### src/rtl/uart_rx_fifo.sv
// Oversampling UART receiver (5-9 data bits, optional parity, 1/2 stop bits, break detect)
// feeding a show-ahead FIFO whose entries carry per-frame error flags.
module uart_rx_fifo #(
  parameter int CLK_HZ     = 18432000,
  parameter int BAUD       = 115200,
  parameter int OVERSAMPLE = 16,
  parameter int DATA_BITS  = 8,
  parameter int PARITY     = 0,
  parameter int STOP_BITS  = 1,
  parameter int FIFO_DEPTH = 4
) (
  input  logic                 sourceClk,
  input  logic                 reset,
  input  logic                 rx_in,
  input  logic                 rx_ack,
  output logic [DATA_BITS-1:0] rx_data,
  output logic                 rx_valid,
  output logic                 rx_parity_err,
  output logic                 rx_frame_err,
  output logic                 rx_break,
  output logic                 rx_overrun
);

  localparam int DIV = CLK_HZ / (BAUD * OVERSAMPLE);
  localparam int PW  = (DIV < 2) ? 1 : $clog2(DIV);
  localparam int TW  = (OVERSAMPLE < 2) ? 1 : $clog2(OVERSAMPLE);
  localparam int AW  = (FIFO_DEPTH < 2) ? 1 : $clog2(FIFO_DEPTH);
  localparam logic PAR_ODD = (PARITY == 1);
  localparam logic [TW-1:0] SAMP0 = TW'(OVERSAMPLE / 2 - 1);
  localparam logic [TW-1:0] SAMP1 = TW'(OVERSAMPLE / 2);
  localparam logic [TW-1:0] VOTE  = TW'(OVERSAMPLE / 2 + 1);

  if (!(OVERSAMPLE == 8 || OVERSAMPLE == 16) || DATA_BITS < 5 || DATA_BITS > 9 ||
      PARITY < 0 || PARITY > 2 || !(STOP_BITS == 1 || STOP_BITS == 2) ||
      FIFO_DEPTH < 2 || (FIFO_DEPTH & (FIFO_DEPTH - 1)) != 0 || DIV < 2) begin : g_bad_params
    $error("uart_rx_fifo: illegal parameter combination");
  end

  function automatic logic maj3(input logic a, input logic b, input logic c);
    return (a & b) | (a & c) | (b & c);
  endfunction

  typedef enum logic [2:0] {
    ST_ARM, ST_IDLE, ST_START, ST_DATA, ST_PARITY, ST_STOP, ST_BREAK_WAIT
  } state_t;

  state_t               state;
  logic                 rx_s1, rx_s2, rx_d;
  logic [PW-1:0]        presc;
  logic [TW-1:0]        tick_idx;
  logic [1:0]           samp;
  logic [DATA_BITS-1:0] shreg;
  logic [3:0]           bit_cnt;
  logic                 perr, ferr, brk, all_zero;

  logic tick, fall, vote_now, vote, stop_last, brk_c, push, rec_ferr;

  assign tick      = (presc == PW'(DIV - 1));
  assign fall      = rx_d & ~rx_s2;
  assign vote_now  = tick && (tick_idx == VOTE);
  assign vote      = maj3(samp[0], samp[1], rx_s2);
  assign stop_last = (bit_cnt == 4'(STOP_BITS - 1));
  // A break is decided on the first stop vote; a second stop bit keeps that verdict.
  assign brk_c     = (bit_cnt == 4'd0) ? (all_zero & ~vote) : brk;
  assign push      = vote_now && (state == ST_STOP) && stop_last;
  assign rec_ferr  = ferr | ~vote | brk_c;

  always_ff @(posedge sourceClk or negedge reset) begin
    if (!reset) begin
      rx_s1 <= 1'b1;
      rx_s2 <= 1'b1;
      rx_d  <= 1'b1;
    end else begin
      rx_s1 <= rx_in;
      rx_s2 <= rx_s1;
      rx_d  <= rx_s2;
    end
  end

  always_ff @(posedge sourceClk or negedge reset) begin
    if (!reset) begin
      state    <= ST_ARM;
      presc    <= '0;
      tick_idx <= '0;
      samp     <= '0;
      shreg    <= '0;
      bit_cnt  <= '0;
      perr     <= 1'b0;
      ferr     <= 1'b0;
      brk      <= 1'b0;
      all_zero <= 1'b0;
    end else begin
      presc <= tick ? '0 : presc + PW'(1);
      if (tick) begin
        tick_idx <= tick_idx + TW'(1);
        if (tick_idx == SAMP0) samp[0] <= rx_s2;
        if (tick_idx == SAMP1) samp[1] <= rx_s2;
      end
      case (state)
        // Tick index doubles as the "line high" counter while arming.
        ST_ARM: begin
          if (!rx_s2) tick_idx <= '0;
          else if (tick && tick_idx == TW'(OVERSAMPLE - 1)) state <= ST_IDLE;
        end
        ST_IDLE: begin
          if (fall) begin
            presc    <= '0;
            tick_idx <= '0;
            bit_cnt  <= '0;
            perr     <= 1'b0;
            ferr     <= 1'b0;
            brk      <= 1'b0;
            all_zero <= 1'b1;
            state    <= ST_START;
          end
        end
        ST_START: begin
          if (vote_now) state <= vote ? ST_IDLE : ST_DATA;
        end
        ST_DATA: begin
          if (vote_now) begin
            shreg <= {vote, shreg[DATA_BITS-1:1]};
            if (vote) all_zero <= 1'b0;
            if (bit_cnt == 4'(DATA_BITS - 1)) begin
              bit_cnt <= '0;
              state   <= (PARITY != 0) ? ST_PARITY : ST_STOP;
            end else begin
              bit_cnt <= bit_cnt + 4'd1;
            end
          end
        end
        ST_PARITY: begin
          if (vote_now) begin
            perr  <= ((^shreg) ^ vote) != PAR_ODD;
            if (vote) all_zero <= 1'b0;
            state <= ST_STOP;
          end
        end
        ST_STOP: begin
          if (vote_now) begin
            if (!vote) ferr <= 1'b1;
            if (bit_cnt == 4'd0) brk <= all_zero & ~vote;
            if (stop_last) begin
              bit_cnt <= '0;
              state   <= brk_c ? ST_BREAK_WAIT : ST_IDLE;
            end else begin
              bit_cnt <= bit_cnt + 4'd1;
            end
          end
        end
        ST_BREAK_WAIT: begin
          if (rx_s2) begin
            tick_idx <= '0;
            state    <= ST_ARM;
          end
        end
        default: state <= ST_ARM;
      endcase
    end
  end

  logic [DATA_BITS-1:0] mem_data [FIFO_DEPTH];
  logic [2:0]           mem_flag [FIFO_DEPTH];
  logic [AW:0]          wr_ptr, rd_ptr;
  logic                 empty, full, pop, wr_en;

  assign empty = (wr_ptr == rd_ptr);
  assign full  = (wr_ptr[AW] != rd_ptr[AW]) && (wr_ptr[AW-1:0] == rd_ptr[AW-1:0]);
  assign pop   = rx_ack & ~empty;
  // A pop in the same cycle frees the slot a full FIFO needs.
  assign wr_en = push & (~full | pop);

  always_ff @(posedge sourceClk or negedge reset) begin
    if (!reset) begin
      wr_ptr     <= '0;
      rd_ptr     <= '0;
      rx_overrun <= 1'b0;
    end else begin
      if (wr_en) wr_ptr <= wr_ptr + (AW+1)'(1);
      if (pop)   rd_ptr <= rd_ptr + (AW+1)'(1);
      if (pop) rx_overrun <= 1'b0;
      else if (push && full) rx_overrun <= 1'b1;
    end
  end

  always_ff @(posedge sourceClk) begin
    if (wr_en) begin
      mem_data[wr_ptr[AW-1:0]] <= shreg;
      mem_flag[wr_ptr[AW-1:0]] <= {perr, rec_ferr, brk_c};
    end
  end

  assign rx_valid      = ~empty;
  assign rx_data       = empty ? '0 : mem_data[rd_ptr[AW-1:0]];
  assign rx_parity_err = ~empty & mem_flag[rd_ptr[AW-1:0]][2];
  assign rx_frame_err  = ~empty & mem_flag[rd_ptr[AW-1:0]][1];
  assign rx_break      = ~empty & mem_flag[rd_ptr[AW-1:0]][0];

endmodule
### config.mk
export PLATFORM = sky130hd
export DESIGN_NAME = uart_rx_fifo
export DESIGN_NICKNAME = d
export VERILOG_FILES = /design/src/rtl/uart_rx_fifo.sv
export SDC_FILE = /design/constraint.sdc
export NUM_CORES = 1
export LEC_CHECK = 0
export BUFFER_PORTS_ARGS = -buffer_cell sky130_fd_sc_hd__buf_2
export CAP_MARGIN = 30
export CORE_AREA = 5 5 90 92
export CTS_CLUSTER_DIAMETER = 40
export CTS_CLUSTER_SIZE = 10
export DETAILED_ROUTE_END_ITERATION = 10
export DIE_AREA = 0 0 95 97
export GPL_TIMING_DRIVEN = 0
export PLACE_DENSITY = 0.82
export SKIP_LAST_GASP = 1
export SYNTH_ARGS = -nofsm -noshare
export SYNTH_HDL_FRONTEND = slang
export SYNTH_SLANG_ARGS = --single-unit
### constraint.sdc
create_clock -name sourceClk -period 5.67 [get_ports sourceClk]
set_clock_uncertainty 0.1 [all_clocks]
set_input_delay 1.701 -clock sourceClk [delete_from_list [all_inputs] [get_ports sourceClk]]
set_output_delay 1.701 -clock sourceClk [all_outputs]
set_load 0.05 [all_outputs]
### Word level (Yosys, flattened, before mapping)

Memory sizes are Yosys's and may differ from the RTL's.
Index checks and enable logic that the tools add are counted.

| word-level totals | value |
|---|---|
| register bits | 39 |
| latch bits | 0 |
| memory bits (writable) | 44 |
| memory bits (read-only) | 0 |
| input port bits | 4 |
| logic and storage cells | 141 |
| memories kept | 2 |

| operators by class | value |
|---|---|
| $add $sub $neg | 5 |
| multipliers | 0 |
| divide/modulo/power cells | 0 |
| $lt $le $gt $ge | 0 |
| eq/ne operators | 28 |
| shift operators | 0 |
| mux-type cells | 45 |
| bitwise gates (word level) | 20 |
| reduce and logical (&&, ||, !) cells | 24 |

Memory list:

| memory | depth | width | read ports | clocked after memory_dff | wr ports | RTL line | text |
|---|---|---|---|---|---|---|---|
| mem_data | 4 | 8 | 1 | 0 | 1 | 162 | `logic [DATA_BITS-1:0] mem_data [FIFO_DEPTH];` |
| mem_flag | 4 | 3 | 1 | 0 | 1 | 163 | `logic [2:0] mem_flag [FIFO_DEPTH];` |

Operator list:

| cell | count |
|---|---|
| $mux W4 | 12 |
| $mux W3 | 11 |
| $pmux W4 S3 | 2 |
| $ne A2 B2 Y1 const B | 11 |
| $pmux W3 S7 | 1 |
| $eq A4 B4 Y1 const B | 4 |
| $mux W1 | 13 |
| $add A4 B1 Y4 const B | 3 |
| $reduce_and A4 Y1 | 3 |
| $and A1 B1 Y1 | 10 |
| $reduce_and A10 Y1 | 1 |
| $eq A3 B3 Y1 const B | 3 |
| $eq A4 B3 Y1 const B | 2 |
| $mux W8 | 1 |
| $pmux W1 S2 | 4 |
| $reduce_bool A2 Y1 | 4 |
| $reduce_xor A8 Y1 | 1 |
| $add A3 B1 Y3 const B | 2 |
| $eq A3 B2 Y1 const B | 2 |
| $logic_and A1 B1 Y1 | 6 |
| $reduce_and A2 Y1 | 3 |
| $reduce_and A3 Y1 | 2 |
| $or A1 B1 Y1 | 5 |
| $logic_not A4 Y1 | 1 |
| 11 further kinds | 15 |

### Depth between registers and ports, before layout

Gate-level depths: netlist of run 1.

| logic depth | value |
|---|---|
| depth after elaboration | 10 |
| mapped depth | 8 |
| gate-level depth less buffers | 7 |

### Worst setup path after synthesis of run 1

OpenSTA, ideal clock, no wires.

| timing path | value |
|---|---|
| path type | register -> output |
| from | reg rd_ptr[0] |
| to | out rx_data[0] |
| data arrival time | 1719 ps |
| required time | 3869 ps |
| path slack | 2150 ps |
| cell stages (with the launch flop) | 4 |
| path through | dfrtp_1 > buf_2 > mux4_2 > nor2b_1 |

| between the ends | value |
|---|---|
| word-level cells in the longest chain between the ends | 2 |
| elaborated cells between the ends (all ways) | 3 |
| classes of those cells | eq/ne: 1; mux: 1; memory: 1 |

Ends and longest elaborated chain:

| element | RTL line | text |
|---|---|---|
| start: declaration | 164 | `logic [AW:0] wr_ptr, rd_ptr;` |
| start signal: assignment | 180 | `if (pop) rd_ptr <= rd_ptr + (AW+1)'(1);` |
| $mem_v2 Z4 W8 or $eq A3 B3 Y1 (tied branches) | - |  |
| $mux W8 * | 194 | `assign rx_data = empty ? '0 : mem_data[rd_ptr[AW-1:0]];` |
| end: declaration | 16 | `output logic [DATA_BITS-1:0] rx_data,` |

Every way passes the cells marked *; elsewhere a longest branch is shown, timed or not.

### Final worst setup path of run 1

| timing path | value |
|---|---|
| from | reg rd_ptr[0] |
| to | out rx_data[7] |

The elaborated chain is that of the path after synthesis.

==> results of run 1 <==
-- registers in the layout, summed over array words and instances (netlist names), 2 cells and up --
name      cells
rd_ptr        3
samp          2
bit_cnt       4
mem_flag     12
wr_ptr        3
mem_data     32
presc         4
state         3
shreg         8
tick_idx      4
-- synth_stat cells, types with 2 or more instances --
library cell	count	share of area, %
sky130_fd_sc_hd__xnor2_1	11	2.5
sky130_fd_sc_hd__edfxtp_1	44	34
sky130_fd_sc_hd__and2_1	3	0.49
sky130_fd_sc_hd__mux2_1	11	3.2
sky130_fd_sc_hd__buf_4	2	0.39
sky130_fd_sc_hd__xor2_1	8	1.8
sky130_fd_sc_hd__buf_2	6	0.78
sky130_fd_sc_hd__nand3_1	12	1.6
sky130_fd_sc_hd__inv_1	10	0.97
sky130_fd_sc_hd__a21oi_1	7	0.91
sky130_fd_sc_hd__nor3_1	2	0.26
sky130_fd_sc_hd__ha_1	10	3.2
sky130_fd_sc_hd__nor2_1	12	1.2
sky130_fd_sc_hd__o21a_1	3	0.58
sky130_fd_sc_hd__nand2b_1	2	0.32
sky130_fd_sc_hd__dfstp_2	3	2.0
sky130_fd_sc_hd__nand2_1	21	2.0
sky130_fd_sc_hd__nor2b_1	14	2.3
sky130_fd_sc_hd__dfrtp_1	36	23
sky130_fd_sc_hd__o211ai_1	2	0.39
sky130_fd_sc_hd__mux4_2	11	6.4
sky130_fd_sc_hd__clkbuf_1	3	0.29
sky130_fd_sc_hd__mux2i_1	3	0.78
sky130_fd_sc_hd__a2bb2oi_1	2	0.45
sky130_fd_sc_hd__nand4_1	3	0.49
sky130_fd_sc_hd__o21ai_1	10	1.3
sky130_fd_sc_hd__nand3b_1	3	0.58
sky130_fd_sc_hd__o21ai_0	3	0.39
-- stage by stage --
| stage | power (mW) | instance area [sq um] |
|---|---|---|
| global placement | 0.835 | 4060 |
| floorplan | 0.797 | 3860 |
| CTS | 1.23 | 4250 |
| finish | 1.23 | 4250 |
| detailed placement | 0.839 | 4060 |
| global route | 1.27 | 4250 |
-- where the power goes --
part	internal (mW)	switching [mW]	total (mW)
sequential	0.643	0.0185	0.662
combinational	0.0612	0.0995	0.161
clock	0.187	0.216	0.403
total	0.891	0.334	1.23
-- worst paths after layout --
check	endpoint	cells after the start
max in group asynchronous	samp[1]	1
min in group asynchronous	ferr	1
worst max register to register	mem_data[1][4]	7
worst max-delay path	rx_data[7]	4
worst min register to register	rx_s2	0
worst min-delay path	rx_s2	0
-- per-layer routing --
layer	vias to the layer above	share of wire (%)	track usage, %
li1	1070	-	-
met1	1091	44	18.7
met2	47	51	24.5
met3	11	4.0	3.57
met4	0	1.6	5.66
met5	-	0	0
-- cells by family after synthesis --
logic type               Yosys count  synth area share [%]
AND/OR/NAND/NOR                   88                  13.8
adder cells (fa/ha/maj)           11                  3.50
flip-flops                        83                  59.6
XOR/XNOR                          19                  4.31
buffers and inverters             22                  2.53
multiplexers                      25                  10.4
AO/OA/AOI/OAI                     34                  5.83
-- area by class of cell --
type                    instances  share of cell area (%)
clock inverters                 5                   0.853
inverters                      11                   0.971
flip-flops and latches         83                    54.1
clock buffers                  11                    3.59
repair buffers                 16                    1.88
multi-input cells             177                    34.4
plain buffers                  11                    1.32
well taps                      99                    2.91
==> run summary, run 1 <==
### Outcome
* outcome: finished clean

### STA
* max-slew violation count: 0
* final hold viol count: 0
* fin worst setup slack: 1710 ps
* max-slew headroom at the worst pin: 41.9%
* worst hold slack after final layout: 258 ps
* Final setup viols: 0
* final sum of negative setup slack: 0 ps
* Final Cycle Share: 69.8%
* pin slew with the least headroom to its limit: 872 ps
* min Tclk post-route: 3960 ps
* Max Fclk: 253 MHz
* setup repair after global routing missed its margin: no

### Place
* worst slack at placement: 2070 ps
* placer's final routability congestion estimate: 0.858
* PortBufs: 16
* DP Cell Count: 397
* HPWL after detailed placement: 4310 microns

### Global routing
* via count of the first global-routing pass: 2278
* global-route usage over all layers: 14.8%
* sum of overflow across all layers after global routing: 0
* pin count of the biggest net entering global routing: 40
* first-pass GRT wire length: 10600 microns
* initial antenna violation count: 0

### Worst setup path
* origin of the worst setup path: rd_ptr[0]
* Reg-to-Reg Start: bit_cnt[0]
* Slowest Stage Delay on Critical Path: 560 ps
* Worst Setup Path Type: flop to output pin
* worst-path maximum fanout: 10
* category of the worst setup path launch point: flop
* worst endpoint required time: 3870 ps
* WP data arrival: 2150 ps
* count of buffering cells on the critical path with inverters included: 2
* Worst path slowest cell: sky130_fd_sc_hd__mux4_2
* Crit path top cell by count: sky130_fd_sc_hd__buf_2
* R2R Setup Slk: 3180 ps
* chain of cells forming the critical path: buf_2 > mux4_2 > nor2b_1 > buf_2
* critical path endpoint category: output pin
* dominant delay contributor by cell family on the critical path: buffers and inverters

### Yosys
* sequential cell area fraction in the yosys report: 59.6%
* average cell area after synthesis: 13.7 sq um
* post-synthesis net count: 296
* cell area after synthesis: 3860 sq um
* library cells used by synthesis: 53
* post-synthesis sequential element count: 83
* Async S/R FF share, synth: 47.0%
* synth warn: 0
* count of flip-flops with a built-in enable after synthesis: 44
* synthesized instance count: 282
* ys flop type: sky130_fd_sc_hd__edfxtp_1

### Worst hold path
* startpoint of the tightest hold check path: rx_s1
* type of the most critical hold path: flop to flop

### Finish
* most common library cell in the layout ignoring fill and taps: sky130_fd_sc_hd__edfxtp_1
* Ant. Diodes: 0
* share of layout cells above drive strength 1: 20.1%
* post-layout instance count excluding filler cells: 413
* commonest non-fill, non-tap cells in the layout: sky130_fd_sc_hd__edfxtp_1 (44), sky130_fd_sc_hd__dfrtp_1 (36), sky130_fd_sc_hd__buf_2 (22)
* area growth from synthesis to layout: 10.2%
* area of all sequential standard cells: 2300 sq um
* area of the multi-input gates: 1460 sq um
* fill count: 569
* Final Net Count: 323
* utilization of the core after routing: 59.6%

### Clock network
* number of clock sinks: 83
* number of hold buffers added after cts: 0
* root buffer cell: sky130_fd_sc_hd__clkbuf_8
* Post-CTS Setup Inserts: 0
* TritonCTS buffer count: 9
* clk buf depth: 2
* CTS-repair resized insts: 0
* register clock-pin slew on the reported worst setup and hold paths: 90 ps
* TritonCTS clock tree: built
* source-to-sink clock delay at the later pin of the worst-skew pair: 360 ps
* CTS HTree Levels: 3

### Routing
* post-detailed-route via-to-cell ratio: 5.37
* number of search-and-repair iterations in the first detailed-routing pass: 4
* overall via count from detail_route: 2219
* sum of routed wire length over all layers: 6310 microns
* remaining number of nets flagged by the antenna check after routing: 0
* DR DRC count: 0
* average wire per standard cell: 15.3 microns
* first-iteration detailed-routing DRC count: 83

### Pwr
* largest vdd supply drop: 0.000104 V
* PwrDens: 288 nW/um^2
* leak pwr: 1.81 nW

### Floorplanning
* die area: 9220 sq um
* Top-Level Pins: 17
* number of cell rows: 31
* initial core utilization: 54.1%
* die outline height: 97 microns
* CORE AREA: 7140 sq um
* die width: 95 microns

### Flow run
* total of max-cap violations: 0

(Power assumes the default switching activity.)
==> inputs of run 2 (changes only) <==
--- a/config.mk
+++ b/config.mk
@@ -13,7 +13,7 @@
 export DETAILED_ROUTE_END_ITERATION = 10
 export DIE_AREA = 0 0 95 97
 export GPL_TIMING_DRIVEN = 0
-export PLACE_DENSITY = 0.82
+export PLACE_DENSITY = 0.85
 export SKIP_LAST_GASP = 1
 export SYNTH_ARGS = -nofsm -noshare
 export SYNTH_HDL_FRONTEND = slang
==> constraint.sdc (replaced) <==
create_clock -name sourceClk -period 3.19 [get_ports sourceClk]
set_clock_uncertainty 0.1 [all_clocks]
set_input_delay 0.957 -clock sourceClk [delete_from_list [all_inputs] [get_ports sourceClk]]
set_output_delay 0.957 -clock sourceClk [all_outputs]
set_load 0.05 [all_outputs]
==> run 2 against run 1 <==
Effect of this change: sequential cell count unchanged; non-clock buffer count unchanged; clock power increased by 69%; routed wire length rose by 2.7%; via count is 0.90% higher; worst hold slack better by 1.6 ps; die area is the same.
==> run summary, run 2 (synthesized netlist as in run 1, its figures left out) <==
### STA
* final hold viol count: 0, unchanged
* fin worst setup slack: 176 ps, was 1710 ps
* Final Cycle Share: 94.5%
* Max Fclk: 332 MHz
* max-slew violation count: 0, unchanged
* min Tclk post-route: 3010 ps
* Final setup viols: 0, unchanged
* setup repair after global routing missed its margin: no, unchanged
* max-slew headroom at the worst pin: 43.4%, was 41.9%
* pin slew with the least headroom to its limit: 849 ps, was 872 ps
* final sum of negative setup slack: 0 ps, unchanged

### Clock network
* number of hold buffers added after cts: 0, unchanged
* CTS HTree Levels: 3, unchanged
* number of clock sinks: 83, unchanged
* TritonCTS buffer count: 9, unchanged
* TritonCTS clock tree: built, unchanged
* root buffer cell: sky130_fd_sc_hd__clkbuf_8, unchanged
* register clock-pin slew on the reported worst setup and hold paths: 90 ps, about the same
* clk buf depth: 2, unchanged
* source-to-sink clock delay at the later pin of the worst-skew pair: 350 ps, was 360 ps

### Floorplanning
* initial core utilization: 54.1%, unchanged
* Top-Level Pins: 17, unchanged
* die area: 9220 sq um, unchanged
* die outline height: 97 microns, unchanged
* die width: 95 microns, unchanged
* CORE AREA: 7140 sq um, unchanged
* number of cell rows: 31, unchanged

### Worst setup path
* Worst Setup Path Type: flop to output pin, unchanged
* critical path endpoint category: output pin, unchanged
* worst-path maximum fanout: 10, unchanged
* worst endpoint required time: 2130 ps, was 3870 ps
* WP data arrival: 1960 ps, was 2150 ps
* depth of the most critical reg-to-reg path: 7, unchanged
* category of the worst setup path launch point: flop, unchanged

### Finish
* Ant. Diodes: 0, unchanged
* Largest register FFs: 32, unchanged
* Final Net Count: 323, unchanged
* area of the multi-input gates: 1460 sq um, unchanged
* commonest non-fill, non-tap cells in the layout: sky130_fd_sc_hd__edfxtp_1 (44), sky130_fd_sc_hd__dfrtp_1 (35), sky130_fd_sc_hd__buf_2 (21), sky130_fd_sc_hd__nand2_1 (21), sky130_fd_sc_hd__nor2b_1 (14), was sky130_fd_sc_hd__edfxtp_1 (44), sky130_fd_sc_hd__dfrtp_1 (36), sky130_fd_sc_hd__buf_2 (22)
* share of layout cells above drive strength 1: 21.0%, was 20.1%
* utilization of the core after routing: 59.5%, was 59.6%
* area of all sequential standard cells: 2300 sq um, about the same
* area growth from synthesis to layout: 10.0%, was 10.2%
* fill count: 551, was 569
* most common library cell in the layout ignoring fill and taps: sky130_fd_sc_hd__edfxtp_1, unchanged

### Pwr
* Cell Int Power: 1.55 mW, was 891 uW
* combinational group share of total power: 13.8%, was 13.1%
* largest vdd supply drop: 0.000197 V, was 0.000104 V
* power share of the clock group: 31.6%, was 32.9%
* reported net switching power: 609 uW, was 334 uW
* leak pwr: 1.81 nW, about the same
* Seq pwr share: 54.6%, was 54.0%
* switching share of power: 28.2%, was 27.3%
* post-layout power: 2.16 mW, was 1.23 mW
* PwrDens: 509 nW/um^2, was 288 nW/um^2

### Place
* worst slack at placement: 294 ps, was 2070 ps
* PortBufs: 16, unchanged
* HPWL after detailed placement: 4440 microns, was 4310 microns
* placer's final routability congestion estimate: 0.884, was 0.858

### Global routing
* via count of the first global-routing pass: 2202, was 2278
* first-pass GRT wire length: 11000 microns, was 10600 microns
* sum of overflow across all layers after global routing: 0, unchanged
* initial antenna violation count: 0, unchanged
* global-route usage over all layers: 15.2%, was 14.8%
* pin count of the biggest net entering global routing: 40, unchanged

### Routing
* post-detailed-route via-to-cell ratio: 5.42, was 5.37
* overall via count from detail_route: 2239, was 2219
* remaining number of nets flagged by the antenna check after routing: 0, unchanged
* first-iteration detailed-routing DRC count: 147, was 83
* number of search-and-repair iterations in the first detailed-routing pass: 4, unchanged
* DR DRC count: 0, unchanged
* average wire per standard cell: 15.7 microns, was 15.3 microns
* sum of routed wire length over all layers: 6480 microns, was 6310 microns

### Worst hold path
* hold path cells: 0, unchanged
* type of the most critical hold path: flop to flop, unchanged

### Flow run
* total of max-cap violations: 0, unchanged

### Outcome
* outcome: finished clean, unchanged

run 2: repair_timing:
action,in CTS,in global routing
endpoints found under the setup margin,9,9
endpoints found under the hold margin,0,0
gates resized for setup,3,3
buffers inserted,0,0
run 2: metal layers:
| layer | GRT usage (%) | vias to the layer above | routed length, microns |
|---|---|---|---|
| li1 | - | 1080 | - |
| met1 | 20.8 | 1111 | 2960 |
| met2 | 24.3 | 43 | 3290 |
| met3 | 2.56 | 5 | 193 |
| met4 | 5.11 | 0 | 40 |
| met5 | 0 | - | 0 |
run 2: power by group through the flow:
stage | combinational, mW | sequential, mW | clock (mW)
after global routing | 0.325 | 1.19 | 0.741
after floorplan | 0.225 | 1.19 | 0
after global placement | 0.282 | 1.20 | 0
after CTS | 0.299 | 1.18 | 0.691
final | 0.299 | 1.18 | 0.682
after detailed placement | 0.291 | 1.20 | 0
run 2: cell type report:
type | instances | share of cell area [%]
Clock inverter | 6 | 1.09
Multi-Input combinational cell | 177 | 34.4
Buffer | 11 | 1.50
Clock buffer | 10 | 3.01
Tap cell | 99 | 2.92
Inverter | 11 | 0.972
Sequential cell | 83 | 54.2
Timing Repair Buffer | 16 | 1.89
run 2: final timing paths:
kind | start | endpoint | slack, ps
max | rd_ptr[0] | rx_data[7] | 180
min | rx_s1 | rx_s2 | 260
max reg2reg | bit_cnt[0] | mem_data[2][5] | 680
min reg2reg | rx_s1 | rx_s2 | 260
max in group asynchronous | reset | rd_ptr[0] | 1800
min in group asynchronous | reset | state[0] | 610
run 2: metrics by stage:
step                hold WS, ps  instances  cell area (sq um)
global placement            247        397               4060
floorplan                   245        282               3860
CTS                         261        413               4240
finish                      259        413               4250
detailed placement          248        397               4060
global route                273        413               4250
run 2: worst max-delay path, cell delays in order, from the launching register on:
cell	delay (ps)
sky130_fd_sc_hd__dfrtp_2	450
sky130_fd_sc_hd__buf_4	260
sky130_fd_sc_hd__mux4_2	550
sky130_fd_sc_hd__nor2b_1	140
sky130_fd_sc_hd__buf_2	200
